File: config.mk
export PLATFORM = sky130hd
export DESIGN_NAME = fuzz_stim_engine
export DESIGN_NICKNAME = d
export VERILOG_FILES = /design/src/rtl/fuzz_stim_engine.sv
export SDC_FILE = /design/constraint.sdc
export NUM_CORES = 2
export LEC_CHECK = 0
export ABC_AREA = 1
export CORE_MARGIN = 4
export CORE_UTILIZATION = 45
export CTS_BUF_LIST = sky130_fd_sc_hd__clkbuf_8
export CTS_CLUSTER_DIAMETER = 150
export CTS_CLUSTER_SIZE = 20
export DETAILED_ROUTE_END_ITERATION = 10
export DONT_BUFFER_PORTS = 1
export SLEW_MARGIN = 5
export SYNTH_ARGS = -nofsm -noshare
export SYNTH_HDL_FRONTEND = slang
export SYNTH_SLANG_ARGS = --single-unit
File: constraint.sdc
create_clock -name clk -period 56.2 [get_ports clk]
set_input_delay 8.43 -clock clk [delete_from_list [all_inputs] [get_ports clk]]
set_output_delay 8.43 -clock clk [all_outputs]
set_load 0.02 [all_outputs]
File: src/rtl/fuzz_stim_engine.sv
// fuzz_stim_engine: serial 32-bit LCG stimulus generator with a 32-bit MISR over the DUT response.
// One vector every NL+1 cycles; optional per-vector trace log when FUZZ_STIM_TRACE_EN is defined.
module fuzz_stim_engine #(
    parameter int IN_W   = 258,
    parameter int OUT_W  = 330,
    parameter int CNT_W  = 32,
    parameter int SETTLE = 1
) (
    input  logic             clk,
    input  logic             rst,
    input  logic             start,
    input  logic             abort,
    input  logic [31:0]      seed,
    input  logic [CNT_W-1:0] num_cycles,
    input  logic [OUT_W-1:0] dut_out,
    output logic [IN_W-1:0]  stim,
    output logic             stim_strobe,
    output logic             busy,
    output logic             done,
    output logic [CNT_W-1:0] cyc_count,
    output logic [31:0]      signature
);
    localparam int NL   = (IN_W + 31) / 32;
    localparam int NO   = (OUT_W + 31) / 32;
    localparam int TOPW = IN_W - 32 * (NL - 1);
    localparam int LW   = (NL > 1) ? $clog2(NL) : 1;
    localparam int SW   = (SETTLE > 1) ? $clog2(SETTLE) : 1;
    localparam logic [31:0] LCG_A = 32'h41C64E6D;
    localparam logic [31:0] LCG_C = 32'h00003039;
    localparam logic [31:0] POLY  = 32'h04C11DB7;

    typedef enum logic [2:0] {
        S_IDLE, S_GEN, S_APPLY, S_SETTLE, S_FINAL, S_DONE
    } state_t;

    state_t state, state_nxt;

    logic [31:0]       lcg, lcg_step;
    logic [IN_W-1:0]   shadow;
    logic [LW-1:0]     lane_idx;
    logic [SW-1:0]     settle_cnt;
    logic              first_vec;
    logic [CNT_W-1:0]  num_lat, cyc_inc;
    logic [NO*32-1:0]  out_pad;
    logic [31:0]       fold, sig_nxt;
    logic              load_run, gen_en, apply_en, fold_en;

    assign lcg_step = lcg * LCG_A + LCG_C;
    assign cyc_inc  = cyc_count + CNT_W'(1);
    assign out_pad  = (NO*32)'(dut_out);

    always_comb begin
        fold = '0;
        for (int i = 0; i < NO; i++) fold = fold ^ out_pad[i*32 +: 32];
    end

    assign sig_nxt = {signature[30:0], 1'b0} ^ (signature[31] ? POLY : 32'h0) ^ fold;

    assign busy = (state != S_IDLE) && (state != S_DONE);
    assign done = (state == S_DONE);

    always_ff @(posedge clk or posedge rst) begin
        if (rst) state <= S_IDLE;
        else     state <= state_nxt;
    end

    always_comb begin
        state_nxt = state;
        load_run  = 1'b0;
        gen_en    = 1'b0;
        apply_en  = 1'b0;
        fold_en   = 1'b0;
        case (state)
            S_IDLE, S_DONE: begin
                if (abort) begin
                    state_nxt = S_IDLE;
                end else if (start) begin
                    load_run  = 1'b1;
                    state_nxt = S_GEN;
                end
            end
            S_GEN: begin
                gen_en = 1'b1;
                if (lane_idx == LW'(NL - 1)) state_nxt = S_APPLY;
            end
            S_APPLY: begin
                apply_en = 1'b1;
                fold_en  = 1'b1;
                if (first_vec) begin
                    if (SETTLE > 0)            state_nxt = S_SETTLE;
                    else if (num_lat == '0)    state_nxt = S_FINAL;
                    else                       state_nxt = S_GEN;
                end else if (cyc_inc == num_lat) begin
                    state_nxt = S_FINAL;
                end else begin
                    state_nxt = S_GEN;
                end
            end
            S_SETTLE: begin
                if (settle_cnt == SW'(SETTLE - 1))
                    state_nxt = (num_lat == '0) ? S_FINAL : S_GEN;
            end
            S_FINAL: begin
                fold_en   = 1'b1;
                state_nxt = S_DONE;
            end
            default: state_nxt = S_IDLE;
        endcase
        // Abort freezes stim, signature and cyc_count where they are.
        if (abort && busy) begin
            state_nxt = S_IDLE;
            gen_en    = 1'b0;
            apply_en  = 1'b0;
            fold_en   = 1'b0;
        end
    end

    always_ff @(posedge clk or posedge rst) begin
        if (rst) begin
            lcg         <= '0;
            shadow      <= '0;
            lane_idx    <= '0;
            settle_cnt  <= '0;
            first_vec   <= 1'b0;
            num_lat     <= '0;
            stim        <= '0;
            stim_strobe <= 1'b0;
            cyc_count   <= '0;
            signature   <= '0;
        end else begin
            stim_strobe <= apply_en;
            if (load_run) begin
                lcg        <= seed;
                num_lat    <= num_cycles;
                cyc_count  <= '0;
                signature  <= '0;
                first_vec  <= 1'b1;
                lane_idx   <= '0;
                settle_cnt <= '0;
            end
            if (gen_en) begin
                lcg <= lcg_step;
                for (int k = 0; k < NL - 1; k++)
                    if (lane_idx == LW'(k)) shadow[k*32 +: 32] <= lcg_step;
                if (lane_idx == LW'(NL - 1))
                    shadow[IN_W-1 -: TOPW] <= lcg_step[TOPW-1:0];
                lane_idx <= (lane_idx == LW'(NL - 1)) ? '0 : lane_idx + LW'(1);
            end
            if (apply_en) begin
                stim      <= shadow;
                first_vec <= 1'b0;
                if (!first_vec) cyc_count <= cyc_inc;
            end
            if (fold_en) signature <= sig_nxt;
            if (state == S_SETTLE) settle_cnt <= settle_cnt + SW'(1);
        end
    end

`ifdef FUZZ_STIM_TRACE_EN
    always @(posedge clk) begin
        if (!rst && (state == S_APPLY || state == S_FINAL))
            $write("CYCLE=%0d IN=%0h OUT=%0h\n", cyc_count, stim, dut_out);
    end
`endif

endmodule

==> metrics <==
Post-synth ARST share=between 90% and 100%; CP max FO=5; Num Clock Sinks=~650; Die X=approximately 300 µm; half-perimeter wire length after placement=~94000 µm; IO Count=~720; Yosys top cell by area=dfrtp_1; fin crit period=around 11 ns; initial antenna violation count=16; Final Util=a little under half; Post-Syn Instances=around 4300; Antenna Violating Nets Remaining=0; # Max-Cap Violations=0; Core ar.=about 84000 µm²; largest net degree at the start of global routing=between 200 and 250; Final Slew Violations=0; worst clock skew=about 0.043 ns; Mean Syn Cell Area=around 8.9 µm²; Synth top area share=a little over two fifths; initial DRC count=2199; FMAX=92.4 MHz; clock root buffer=clkbuf_8; Tcrit/Tclk final=between 10% and 20%; clock-pin slew on the worst setup and hold paths=roughly 0.13 ns; Post-synth EDFFs=0; gr usage total=around 27%; TritonCTS clock tree=yes; Max Root-Sink Buffers=3; Setup CP Type=register to output pin; full die area=approximately 90000 µm²; setup TNS=0 ns; Fin. Hold Viols=0; synth-to-layout area growth=4.64%; RSZ-0062 raised after global routing=false; synthesized area=about 38000 µm²; first-pass GRT wire length=about 180000 µm; vias after detailed routing=28235; status=completed; Final Wtd Congestion=slightly above 1; library cells used by synthesis=just over 50; Slew headroom=about a fifth; Die Y=between 200 and 300 µm; Yosys warnings=0; Crit path arrival time=~2.4 ns; post-cts resize count=0; DRC viols=0; ys flop type=dfrtp_1; FP Rows=106; worst endpoint required time=around 48 ns; post-cts hold buffer count=0; total nets after synthesis=~5100; global route overflow=0; clock latency on the worst-skew pair=slightly below 0.7 ns; synth top area cells=dfrtp_1, nand2_1, fa_1; commonest non-fill, non-tap cell in the layout=nand2_1; Num CTS Buffers=38; slew at the pin with the worst max-slew slack=1.20 ns; share of cells above drive strength 1=approximately 3.2%; vias in the first global route=27836; Critical Path End Type=output pin; Seq cells post-synth=between 600 and 700; commonest non-fill, non-tap cells in the layout=nand2_1, dfrtp_1, inv_1, o21ai_0, xnor2_1; routed length per instance=around 23 µm; count of input and output buffers=0; router iterations before antenna repair=6; register area share after synthesis=between 40 and 50%; number of setup buffers added after CTS=0; Final setup viols=0; worst hold path type=register to register; depth of the CTS H-tree=2; initial core utilization=about 46%; Final #Nets=5040; final WL=approximately 120000 µm; Vias/cell=approximately 5.2; Worst setup SP type=register
cell families (layout without fill, tap and decap cells):
kind of cell | count (synthesis) | count (layout) | synth area share, %
adder cells (fa/ha/maj) | 397 | 397 | 16.6
XOR/XNOR | 406 | 406 | 9.41
flip-flops | 654 | 654 | 42.7
AO/OA/AOI/OAI | 422 | 422 | 5.98
buffers and inverters | 684 | 611 | 6.76
other | 0 | 11 | 0
AND/OR/NAND/NOR | 1757 | 1757 | 18.5
stage by stage:
step | area, µm² | hold slack, ns | setup slack (ns) | cells
after floorplan | 38300 | 0.442 | 29.44 | 4320
after global placement | 39500 | 0.457 | 44.64 | 5339
after detailed placement | 39500 | 0.460 | 44.66 | 5339
after CTS | 40100 | 0.487 | 45.25 | 5381
after global routing | 40100 | 0.507 | 45.04 | 5391
final | 40100 | 0.485 | 45.38 | 5392
cells in the mapped netlist (all sizes together) (16+ instances only):
cell       n
clkbuf   132
nand3    166
nor2     105
o22ai     31
nand3b    16
inv      535
dfrtp    654
o211ai    18
xor2     171
nand2   1417
a21oi     42
xnor2    232
fa       185
nor3      17
ha       212
o21ai    302
registers in the layout, indices dropped and copies added (netlist names):
| name | cells |
|---|---|
| first_vec | 1 |
| lcg | 32 |
| stim | 258 |
| signature | 32 |
| state | 3 |
| cyc_count | 32 |
| num_lat | 32 |
| stim_strobe | 1 |
| lane_idx | 4 |
| settle_cnt | 1 |
| shadow | 258 |
worst paths after layout:
| path | slack (ns) | endpoint | start | cells after the start |
|---|---|---|---|---|
| worst max-delay path | 45.38 | busy | state[2] | 5 |
| worst min-delay path | 0.48 | stim[255] | shadow[255] | 2 |
| worst max register to register | 48.20 | shadow[127] | lcg[6] | 26 |
| worst min register to register | 0.48 | stim[255] | shadow[255] | 2 |
| max in group asynchronous | 45.49 | lcg[14] | rst | 4 |
| min in group asynchronous | 7.77 | shadow[135] | rst | 1 |
layer usage:
layer,part of all wire (%),global-route usage [%],vias up
li1,-,-,13199
met1,41,34.7,13859
met2,47,44.4,996
met3,8.0,6.35,177
met4,4.3,10.3,4
met5,0.025,0,-
critical path, stage by stage (launching register included):
cell     delay [ns]
dfrtp_1        0.43
inv_1          0.07
nor3_1         0.86
inv_1          0.10
nand2_1        0.12
inv_1          0.16
layout make-up:
| type | count | area [µm²] |
|---|---|---|
| tap | 1134 | 1420 |
| fill | 8199 | 43900 |
| timing repair buffer | 32 | 265 |
| multi-input combinational | 2982 | 19400 |
| inverter | 537 | 2030 |
| antenna | 11 | 27.5 |
| clock inverter | 3 | 26.3 |
| clock buffer | 39 | 537 |
| sequential | 654 | 16400 |
Power is left out: the tool's default activity adds up to more than one toggle a clock period on the data nets, which glitch-free logic cannot reach.
